--- src/rtl/vga_clk_gen.sv ---
// -----------------------------------------------------------------------------
// vga_clk_gen
//
// Fractional-N pixel-rate generator. A phase accumulator of ACC_W bits is
// advanced by a per-mode increment every fabric clock. Each carry out of the
// accumulator becomes a registered one-cycle pixel strobe. The average strobe
// rate is therefore inc / 2^ACC_W of clk_i. The VGA timing logic downstream
// qualifies everything with pix_stb_o instead of running on a derived clock.
//
// The rate can be changed at runtime without glitches. When the rate changes,
// the pixel period already in progress is allowed to finish (DRAIN), so its
// final strobe is still emitted. The strobe is then held off for a settle
// window (SETTLE) before the new rate starts (RUN). ready_o is high only in
// RUN, much like a PLL lock indicator.
//
// Parameters:
//   ACC_W         accumulator width
//   NUM_MODES     number of selectable rates (>= 1)
//   INC_TABLE     packed increments, mode m in bits [m*ACC_W +: ACC_W];
//                 an increment of 0 disables the strobe for that mode
//   SETTLE_CYCLES strobe-suppressed cycles after reset / mode change (>= 1)
//   MODE_W        mode index width
//
// Ports:
//   clk_i       fabric clock, all logic on the rising edge
//   rst_ni      asynchronous active-low reset
//   mode_i      requested mode, sampled when mode_req_i is high
//   mode_req_i  one-cycle mode change request
//   pix_stb_o   pixel-enable strobe, one cycle wide
//   mode_o      mode currently applied (updates on entry to SETTLE)
//   ready_o     high only while running at the applied rate
//   err_o       one-cycle pulse after a request with mode_i >= NUM_MODES
// -----------------------------------------------------------------------------
module vga_clk_gen #(
    parameter int                         ACC_W         = 16,
    parameter int                         NUM_MODES     = 4,
    parameter logic [NUM_MODES*ACC_W-1:0] INC_TABLE     = {16'd0, 16'd21845,
                                                           16'd16384, 16'd32768},
    parameter int                         SETTLE_CYCLES = 16,
    parameter int                         MODE_W        = (NUM_MODES > 1) ?
                                                          $clog2(NUM_MODES) : 1
) (
    input  logic              clk_i,
    input  logic              rst_ni,
    input  logic [MODE_W-1:0] mode_i,
    input  logic              mode_req_i,
    output logic              pix_stb_o,
    output logic [MODE_W-1:0] mode_o,
    output logic              ready_o,
    output logic              err_o
);

    localparam int                CNT_W         = (SETTLE_CYCLES > 1) ?
                                                  $clog2(SETTLE_CYCLES) : 1;
    localparam logic [CNT_W-1:0]  CNT_RELOAD    = CNT_W'(SETTLE_CYCLES - 1);
    // One extra bit so that an index equal to NUM_MODES can be represented
    // even when NUM_MODES is a power of two.
    localparam logic [MODE_W:0]   NUM_MODES_EXT = (MODE_W + 1)'(NUM_MODES);

    typedef enum logic [1:0] {
        ST_SETTLE,
        ST_RUN,
        ST_DRAIN
    } state_e;

    state_e             state_q, state_d;
    logic [ACC_W-1:0]   acc_q, acc_d;
    logic               stb_q, stb_d;
    logic               err_q, err_d;
    logic [MODE_W-1:0]  mode_q, mode_d;
    logic               pend_v_q, pend_v_d;
    logic [MODE_W-1:0]  pend_q, pend_d;
    logic [CNT_W-1:0]   cnt_q, cnt_d;

    logic [ACC_W-1:0]   inc_cur;
    logic [ACC_W:0]     sum;
    logic               req_valid;
    logic               req_invalid;

    // Classify the incoming request. Out-of-range indices only raise err_o and
    // never reach the pending register.
    always_comb begin
        req_valid   = 1'b0;
        req_invalid = 1'b0;
        if (mode_req_i) begin
            if ({1'b0, mode_i} < NUM_MODES_EXT) begin
                req_valid = 1'b1;
            end else begin
                req_invalid = 1'b1;
            end
        end
    end

    // Increment of the applied mode. mode_q only ever holds a valid index, so
    // the zero default is reached only when no table entry matches.
    always_comb begin
        inc_cur = '0;
        for (int m = 0; m < NUM_MODES; m++) begin
            if (mode_q == MODE_W'(m)) begin
                inc_cur = INC_TABLE[m*ACC_W +: ACC_W];
            end
        end
    end

    // The top bit of the widened sum is the carry that becomes the strobe.
    // Dropping it gives the modular wrap of the accumulator.
    always_comb begin
        sum = {1'b0, acc_q} + {1'b0, inc_cur};
    end

    // Next-state logic.
    always_comb begin
        state_d  = state_q;
        acc_d    = acc_q;
        stb_d    = 1'b0;
        err_d    = req_invalid;
        mode_d   = mode_q;
        pend_v_d = pend_v_q;
        pend_d   = pend_q;
        cnt_d    = cnt_q;

        // Outside RUN, a valid request simply replaces the pending mode, so
        // the last request wins. A request in the same cycle as a decision
        // below is already taken into account.
        if (req_valid && (state_q != ST_RUN)) begin
            pend_v_d = 1'b1;
            pend_d   = mode_i;
        end

        case (state_q)
            ST_SETTLE: begin
                acc_d = '0;
                if (cnt_q == '0) begin
                    if (pend_v_d && (pend_d != mode_q)) begin
                        // A different rate was asked for while settling:
                        // apply it and run a fresh settle window.
                        mode_d   = pend_d;
                        pend_v_d = 1'b0;
                        cnt_d    = CNT_RELOAD;
                    end else begin
                        state_d  = ST_RUN;
                        pend_v_d = 1'b0;
                    end
                end else begin
                    cnt_d = cnt_q - 1'b1;
                end
            end

            ST_RUN: begin
                acc_d = sum[ACC_W-1:0];
                stb_d = sum[ACC_W];
                if (req_valid && (mode_i != mode_q)) begin
                    if (inc_cur == '0) begin
                        // No pixel period is in progress, so there is
                        // nothing to drain.
                        state_d  = ST_SETTLE;
                        mode_d   = mode_i;
                        pend_v_d = 1'b0;
                        cnt_d    = CNT_RELOAD;
                        acc_d    = '0;
                        stb_d    = 1'b0;
                    end else begin
                        state_d  = ST_DRAIN;
                        pend_v_d = 1'b1;
                        pend_d   = mode_i;
                    end
                end
            end

            ST_DRAIN: begin
                if (stb_q) begin
                    // The strobe that closes the old period is on the output
                    // in this cycle. Leave DRAIN here so that SETTLE never
                    // shows a strobe.
                    state_d  = ST_SETTLE;
                    mode_d   = pend_d;
                    pend_v_d = 1'b0;
                    cnt_d    = CNT_RELOAD;
                    acc_d    = '0;
                    stb_d    = 1'b0;
                end else begin
                    acc_d = sum[ACC_W-1:0];
                    stb_d = sum[ACC_W];
                end
            end

            default: begin
                state_d  = ST_SETTLE;
                acc_d    = '0;
                pend_v_d = 1'b0;
                cnt_d    = CNT_RELOAD;
            end
        endcase
    end

    // State register. Reset lands in SETTLE, so leaving reset always gives a
    // full settle window.
    always_ff @(posedge clk_i or negedge rst_ni) begin
        if (!rst_ni) begin
            state_q  <= ST_SETTLE;
            acc_q    <= '0;
            stb_q    <= 1'b0;
            err_q    <= 1'b0;
            mode_q   <= '0;
            pend_v_q <= 1'b0;
            pend_q   <= '0;
            cnt_q    <= CNT_RELOAD;
        end else begin
            state_q  <= state_d;
            acc_q    <= acc_d;
            stb_q    <= stb_d;
            err_q    <= err_d;
            mode_q   <= mode_d;
            pend_v_q <= pend_v_d;
            pend_q   <= pend_d;
            cnt_q    <= cnt_d;
        end
    end

    // ready_o is decoded straight from the state flop, so it drops in the
    // same instant as reset asserts.
    assign pix_stb_o = stb_q;
    assign mode_o    = mode_q;
    assign ready_o   = (state_q == ST_RUN);
    assign err_o     = err_q;

endmodule

--- config.mk ---
export PLATFORM = sky130hd
export DESIGN_NAME = vga_clk_gen
export DESIGN_NICKNAME = d
export VERILOG_FILES = /design/src/rtl/vga_clk_gen.sv
export SDC_FILE = /design/constraint.sdc
export NUM_CORES = 1
export LEC_CHECK = 0
export CAP_MARGIN = 5
export CORE_MARGIN = 2
export CORE_UTILIZATION = 45
export CTS_CLUSTER_DIAMETER = 100
export CTS_CLUSTER_SIZE = 14
export DETAILED_ROUTE_END_ITERATION = 10
export HOLD_SLACK_MARGIN = 0.06
export PLACE_DENSITY_LB_ADDON = 0.15
export SLEW_MARGIN = 20
export SYNTH_ARGS = -nofsm -noshare
export SYNTH_HDL_FRONTEND = slang
export SYNTH_SLANG_ARGS = --single-unit
export TNS_END_PERCENT = 100
--- constraint.sdc ---
create_clock -name clk_i -period 2.35 [get_ports clk_i]
set_input_delay 0.47 -clock clk_i [delete_from_list [all_inputs] [get_ports clk_i]]
set_output_delay 0.47 -clock clk_i [all_outputs]
set_load 0.05 [all_outputs]
---- Word level (Yosys, flattened, before mapping) ----
Index checks and enable logic that the tools add are counted.
W data, S select, Z words.
storage, ports and cells
  word-level logic and storage cells ...... 76
  output and inout bits ................... 5
  bits of input ports ..................... 5
  flip-flop bits (word level) ............. 28
cells by class
  eq/ne operators ......................... 15
  reductions and logical operators ........ 11
  muxes and demuxes ....................... 41
  add/subtract/negate cells ............... 2
operator list
  operator               count
  $mux W16               7
  $pmux W16 S2           1
  $mux W2                14
  $mux W4                5
  $add A16 B16 Y17       1
  $logic_not A16 Y1      1
  $pmux W2 S3            2
  $pmux W4 S3            1
  $mux W1                9
  $ne A2 B2 Y1 const B   4
  $reduce_and A4 Y1      2
  $eq A2 B2 Y1 const B   3
  $ne A2 B1 Y1 const B   3
  $reduce_and A6 Y1      1
  $eq A2 B1 Y1 const B   2
  $logic_not A2 Y1       2
  $logic_not A4 Y1       1
  $ne A2 B2 Y1           2
  $sub A4 B1 Y4 const B  1
  $logic_and A1 B1 Y1    3
  $ne A3 B3 Y1 const B   1
  $pmux W1 S3            1
  $reduce_bool A3 Y1     1
  $pmux W1 S2            1

---- Logic depth before layout (Yosys ltp) ----
  word-level depth ........................ 9
  mapped depth ............................ 10
  depth with buffers taken out ............ 10

---- Worst setup path before layout ----
Ideal clock, no wire load.
  kind .................................... register -> register
  from .................................... register mode_q[0] (netlist: mode_o[0])
  to ...................................... register acc_q[12]
  buffers on the path ..................... 0
  setup slack ............................. -166 ps
  required time ........................... 2218 ps
  period minus slack after synthesis ...... 2516 ps
  setup time .............................. 132 ps
  data arrival time ....................... 2384 ps
  stages on the path, launching flop included .. 11
  cells stage by stage .................... dfrtp_1 > inv_1 > ha_1 > ha_1 > ha_1 > and2_1 > a21bo_1 > a21oi_1 > a31oi_1 > xnor2_1 > nor2_1
on the way
  word-level cells in the longest chain between the ends .. 9
  elaborated cells on any way between the ends .. 16
  classes of those cells .................. add/sub: 1; eq/ne: 4; mux: 8; reduce/logical: 3
RTL lines
  element                                                                   line  text
  start: declaration                                                        70    logic [MODE_W-1:0] mode_q, mode_d;
  start signal: assignment                                                  213   mode_q <= mode_d;
  parallel branches: the longest is 8 deep, another holds $add A16 B16 Y17  -
  $pmux W16 S2 *                                                            130   case (state_q)
  net acc_d[12]                                                             67    logic [ACC_W-1:0] acc_q, acc_d;
  end signal: assignment                                                    201   acc_q <= '0;
  end signal: assignment                                                    210   acc_q <= acc_d;
  end: declaration                                                          67
Mark *: on every way through the listed nets, which the timed path passes.
A chain may end at the register's enable or synchronous reset.

---- Worst setup path in the final report ----
  from .................................... register mode_q[0] (netlist: mode_o[0])
  to ...................................... register acc_q[15]
on the way
  word-level cells in the longest chain between the ends .. 9
  elaborated cells on any way between the ends .. 16
  classes of those cells .................. add/sub: 1; eq/ne: 4; mux: 8; reduce/logical: 3
RTL lines
  element                                                       line      text
  $logic_not A2 Y1                                              99        if (mode_q == MODE_W'(m)) begin
  $mux W16 (4 in a row)                                         99
  $add A16 B16 Y17 / $logic_not A16 Y1 (equally long branches)  108, 153
  $mux W16                                                      153       if (inc_cur == '0) begin
  $mux W16                                                      152       if (req_valid && (mode_i != mode_q)) begin
  $pmux W16 S2 *                                                130
  net acc_d[15]                                                 67
Mark *: on every way through the listed nets, which the timed path passes. The rest lies on a longest branch.

==> results.cfg <==
[worst_setup_path]
reg2reg_setup_slack_ns = 0.14
r2r-end = acc_q[15]
max_stage_delay_ns = 0.45
critPathArrivalTime_ns = 2.39
r2r-start = mode_o[0]
crit_chain = inv_1 -> ha_1 -> or4b_1 -> nand2_1 -> a32oi_2 -> o32a_1 -> o21a_1 -> mux2i_1
cp_max_fo = 4
worstPathRequired_ns = 2.53
crit_type = register to register
worstRegToRegCells = 8
worstSetupStartpointType = register
cp-end-kind = register
critPathSlowestCell = or4b_1

[timing]
hold_violations = 0
timing.final.crit_share_pct = 94.0
whs_ns = 0.492
finalCriticalPeriod_ns = 2.21
slew_headroom_pct = 66.7
rsz0062_at_grt = true
fmax_mhz = 453
tightest_slew_ns = 0.498
setup_violations = 0
drv_slew = 0
finalWorstSetupSlack_ns = 0.141
skew_ns = 0.00422

[cells_and_area]
fin_nets = 263
final_util_pct = 52.9
stdcell_area_um2 = 2320
final_cell_mix = dfrtp_1, nor2_1, nand2_1
diodes = 0
multi_input_area_um2 = 1250
regArea_um2 = 708
final_common_cell = dfrtp_1
fill_cells = 408
area_delta_synth_final_pct = 12.1
layout-drive-gt1-share_pct = 14.3

[detailed_routing]
topRoutingLayerUsed = met4
vias = 1631
drt_iter0_markers = 152
ant_nets = 0
drt_pass1_iterations = 4
drc = 0
drt-met1-wl_um = 2250
dr_wl_met2_um = 1710
post_drt_wl_per_cell_um = 13.9
vias_per_cell = 5.51
drt-total-wl_um = 4110
wl_met3_um = 89

[placed_design]
post-dp-hpwl_um = 2940
placed_area_um2 = 2210
post-place-ws_ns = -0.0279
port_buffers = 8
gp_congestion = 0.802

[floorplanning]
coreArea_um2 = 4380
start_util_pct = 47.2
die_x_um = 71.8
die-area_um2 = 5160
io_pins = 10
die_h_um = 71.8
std_cell_rows = 24

[logic_synthesis]
synth_top_family_by_area = simple AND/OR/NAND/NOR gates
synth_fa_ha_area_share_pct = 7.86
ys_seq_area_share_pct = 34.1
synth_compound_area_share_pct = 18.6
yosysTopAreaCellShare_pct = 29.0
yosys.cell_types.count = 52
synth_top_area_cell = dfrtp_1
syn-num-nets = 250
syn_avg_cell_area_um2 = 8.92
synth_edf_count = 0
netlist_instances = 232
synth-simple-area-share_pct = 18.9
synth_warnings = 0
async_reset_ff_share_pct = 100
synth_area_leaders = dfrtp_1, ha_1, dfstp_2, mux2i_1, xnor2_1
synth.area.mux_share_pct = 5.93
yosys_most_used_dff = dfrtp_1
ys_ff_latch = 28
synth-xor-area-share_pct = 7.62
syn_area_um2 = 2070

[global_route]
grt_max_degree = 29
antenna_found_initial = 0
grt_pass1_wl_um = 7040
grt.overflow.total = 0
grt.total_usage_pct = 17.1
grt_pass1_vias = 1483

[clocking]
htreeDepth = 1
holdBufCountCts = 0
clk_latency_ns = 0.29
numCtsBuffers = 3
clkTransAtPathRegs_ns = 0.10
post_cts_buffers = 0
clkSinkCount = 28
cts_buffer_depth = 2
root_buffer = clkbuf_8
cts_tree = done

[worst_hold_path]
min_path_type = register to register
holdPathStages = 2
holdPathEnd = cnt_q[2]
min_from = cnt_q[2]

[power]
power-per-cell-area_nw_per_um2 = 930
peakVddDrop_v = 0.000579
power.leakage_nw = 1.04

[job]
drv_cap = 0

[status]
status = completed
## how the worst max path moves through the flow
stage	from	end	slack, ns	cells after the start
finish	mode_o[0]	acc_q[15]	0.14	8
global route	mode_o[0]	acc_q[12]	-0.02	10
CTS	mode_o[0]	pix_stb_o	0.04	9
detailed placement	mode_o[0]	pix_stb_o	-0.03	9
global placement	mode_o[0]	pix_stb_o	0.0007	9
floorplan	mode_o[0]	pix_stb_o	0.02	9
## worst max-delay path, delay by kind of cell (launching register included)
| kind | cells | cell delay, ns |
|---|---|---|
| AOI/OAI and AO/OA | 3 | 0.69 |
| and+or+nand+nor | 2 | 0.55 |
| DFF | 1 | 0.41 |
| adders and majority gates | 1 | 0.24 |
| muxes | 1 | 0.12 |
| buffers and inverters | 1 | 0.10 |
## registers in the layout, summed over array words and instances, names as in the netlist
signal and flops:
acc_q 16, cnt_q 4, mode_o 2, pend_q 2, pend_v_q 1, pix_stb_o 1
state_q 2
## cells by family after synthesis
kind of cell,Yosys count
adders and majority gates,13
xor gates and xnor gates,18
DFF,28
other,1
muxes,12
buffers and inverters,26
AOI/OAI and AO/OA,58
and+or+nand+nor,76
## synthesized netlist by cell type (all sizes together) (4+ instances only)
| library cell | number |
|---|---|
| and2 | 4 |
| nand2 | 19 |
| dfrtp | 24 |
| o21a | 4 |
| and3 | 6 |
| inv | 14 |
| a31oi | 8 |
| nand3b | 4 |
| nand3 | 4 |
| o21ai | 12 |
| dfstp | 4 |
| a21oi | 15 |
| nand2b | 7 |
| mux2i | 10 |
| xor2 | 7 |
| nor2 | 20 |
| buf | 10 |
| ha | 13 |
| xnor2 | 11 |
## report_power, final
| group | internal [mW] | switching [mW] | total (mW) |
|---|---|---|---|
| registers | 0.590 | 0.0647 | 0.655 |
| logic | 0.486 | 0.617 | 1.10 |
| clock network | 0.229 | 0.171 | 0.400 |
| total | 1.30 | 0.853 | 2.16 |
## layer usage
metal	global-route usage (%)	vias to the layer above
met5	0	-
met4	5.66	0
met3	2.53	5
met2	22.9	19
met1	27.5	777
li1	-	830
## layout make-up
class / instances / area share (%)
well taps: 52 / 2.80
multi-input cells: 178 / 53.9
clock buffers: 3 / 1.78
repair buffers: 20 / 7.39
clock inverters: 1 / 1.29
flip-flops and latches: 28 / 30.5
inverters: 14 / 2.27
## stage by stage
| step | setup TNS, ns | cells | total power [mW] |
|---|---|---|---|
| 2_1_floorplan | 0 | 232 | 1.52 |
| 3_3_place_gp | 0 | 292 | 1.76 |
| 3_5_place_dp | -0.0279 | 292 | 1.75 |
| 4_1_cts | 0 | 296 | 2.16 |
| 5_1_grt | -0.0174 | 296 | 2.32 |
| 6_report | 0 | 296 | 2.16 |
## timing repair
action                     in CTS  in global routing
gates cloned                    0                  0
pin swaps                       0                  2
setup endpoints to repair       1                  4
resized for setup               1                  6
Power figures use the tool's default switching activity.
==> RTL change: new RTL, same settings <==
Remove the register `err_q`: a continuous assignment takes its place, so the output `err_o` follows one clock earlier.
--- a/src/rtl/vga_clk_gen.sv
+++ b/src/rtl/vga_clk_gen.sv
@@ -200,7 +200,6 @@
             state_q  <= ST_SETTLE;
             acc_q    <= '0;
             stb_q    <= 1'b0;
-            err_q    <= 1'b0;
             mode_q   <= '0;
             pend_v_q <= 1'b0;
             pend_q   <= '0;
@@ -209,13 +208,14 @@
             state_q  <= state_d;
             acc_q    <= acc_d;
             stb_q    <= stb_d;
-            err_q    <= err_d;
             mode_q   <= mode_d;
             pend_v_q <= pend_v_d;
             pend_q   <= pend_d;
             cnt_q    <= cnt_d;
         end
     end
+
+    assign err_q = err_d;
 
     // ready_o is decoded straight from the state flop, so it drops in the
     // same instant as reset asserts.
Formal check against the unedited RTL: equivalent (equiv_simple and equiv_induct, registers matched by name and starting in step).
==> RTL change against the unedited design <==
  * Count of clock-buffer cells in the layout grew 1
  * Area after synthesis shrank 1.9%
  * Non-clock buffer count shrank 2
  * Sequential cell count is the same
  * Setup slack lost 0.011 ns
  * Power grew 29%
  * Via count shrank 3.3%
  * Design area shrank 2.5%
  * Wire length grew 4.8%
==> RTL change: results (changes against the unedited design) <==
metric,value,unit,change
via count,1577,,-3.3%
Worst-Margin Slew,0.5034,ns,+0.005456 ns
XOR/XNOR Fraction of Synth Area,0.09057,,+0.01439
LEAKAGE,1.009,nW,-3.0%
Fin Clk Skew,0.007209,ns,+0.002992 ns
most frequent cells after synthesis,"dfrtp_1, nor2_1, nand2_1, xnor2_1, ha_1",,
largest net degree at the start of global routing,29,,unchanged
syn_nets,235,,-6.0%
post-detail-place hpwl,3240,um,+10%
Port Buffers,8,,unchanged
postcts setup bufs,0,,unchanged
CTS Buf Count,3,,unchanged
Root Buffer,clkbuf_8,,
Worst-Skew Late Latency,0.28,ns,
"Worst Setup Slack, final",0.1295,ns,-0.01140 ns
Synth area leaders,"dfrtp_1, ha_1, xnor2_1",,
Post-Synthesis Cells,217,,-6.5%
P_int,1.508,mW,+16%
"Distinct cells, synth",61,,+17%
pre-CTS setup slack,0.04068,ns,+0.06863 ns
multiplexer area fraction after synthesis,0.05299,,-0.006262
flop2flop setup slack,0.13,ns,
clk slew on worst S/H paths,0.10,ns,about the same
Post-synth ARST share,1.000,,unchanged
nets,248,,-5.7%
antenna cells,0,,unchanged
RePlAce Congestion,0.9163,,+14%
status,completed,,
dpl cell area,2180,um^2,-1.6%
Post-Synth Adder-Cell Area,0.08010,,+0.001501
initial antenna violation count,0,,unchanged
DR pass1 iterations,4,,unchanged
initial drt markers,68,,-55%
CP arrival,2.40,ns,
Resized cells post-CTS,0,,-1
HP Class,flip-flop to flip-flop,,
DRC,0,,unchanged
final std cells w/o fill,281,,-5.1%
CP Max Fanout,14,,+10
CTS H-tree lvls,1,,unchanged
Synth warnings,0,,unchanged
Synth Area in Compound Gates,0.1848,,-0.0007678
global-route usage over all layers,0.1827,,+0.01186
Detailed Route WL,4312,um,+4.8%
global-route wire length before repair,7417,um,+5.3%
Min Hold Slack,0.5225,ns,+0.03010 ns
Peak VDD IR,0.5404,mV,-6.7%
Clock Path Buffers,2,,unchanged
share of layout cells above drive strength 1,0.1790,,+0.03560
sequential share of the synthesized area,0.3475,,+0.006513
biggest regs,"acc_q (16), cnt_q (4)",,
number of global-route vias before repair,1618,,+9.1%
==> RTL change: power groups by stage <==
stage | registers, mW | clock network, mW | logic [mW]
2_1_floorplan | 0.798 | 0 | 1.26
3_3_place_gp | 0.801 | 0 | 1.61
3_5_place_dp | 0.812 | 0 | 1.64
4_1_cts | 0.805 | 0.323 | 1.65
5_1_grt | 0.837 | 0.341 | 1.86
6_report | 0.810 | 0.306 | 1.67
==> RTL change: final timing paths <==
check,from,endpoint,cells after the start
max reg2reg,mode_o[0],acc_q[14],9
min,cnt_q[1],cnt_q[1],1
min in group asynchronous,rst_ni,acc_q[4],2
min reg2reg,cnt_q[1],cnt_q[1],1
max in group asynchronous,rst_ni,cnt_q[0],2
max,mode_o[0],acc_q[14],9
==> RTL change: metal layers <==
metal  GRT usage  part of all wire  up-vias  wire length [um]
met5           0                 0        -                 0
met4     0.05660            0.0063        0                27
met3     0.02991             0.031        2               133
met2      0.2901              0.46       20              2000
met1      0.2551              0.50      768              2151
li1            -                 -      787                 -
==> RTL change: cell type report <==
cell class	instances	area [um^2]
fillers	390	2093
multi-input cells	168	1239
flip-flops and latches	28	708.2
repair buffers	18	152.6
well taps	52	65.06
clock buffers	4	55.05
inverters	11	41.29
==> RTL change: cell families (layout without fill, tap and decap cells) <==
logic type / Yosys count / in the layout
AOI/OAI and AO/OA: 53 / 53
DFF: 28 / 28
adders and majority gates: 13 / 13
and+or+nand+nor: 70 / 70
muxes: 10 / 10
buffers and inverters: 21 / 33
xor gates and xnor gates: 21 / 21
other: 1 / 1
==> RTL change: critical path, cell delays in order, from the launching register on <==
cell      delay (ns)
dfrtp_2         0.44
inv_1           0.10
ha_2            0.26
buf_4           0.22
nor3b_1         0.21
o211ai_1        0.21
a211o_1         0.33
a21boi_2        0.16
xnor2_1         0.16
nor2_2          0.04
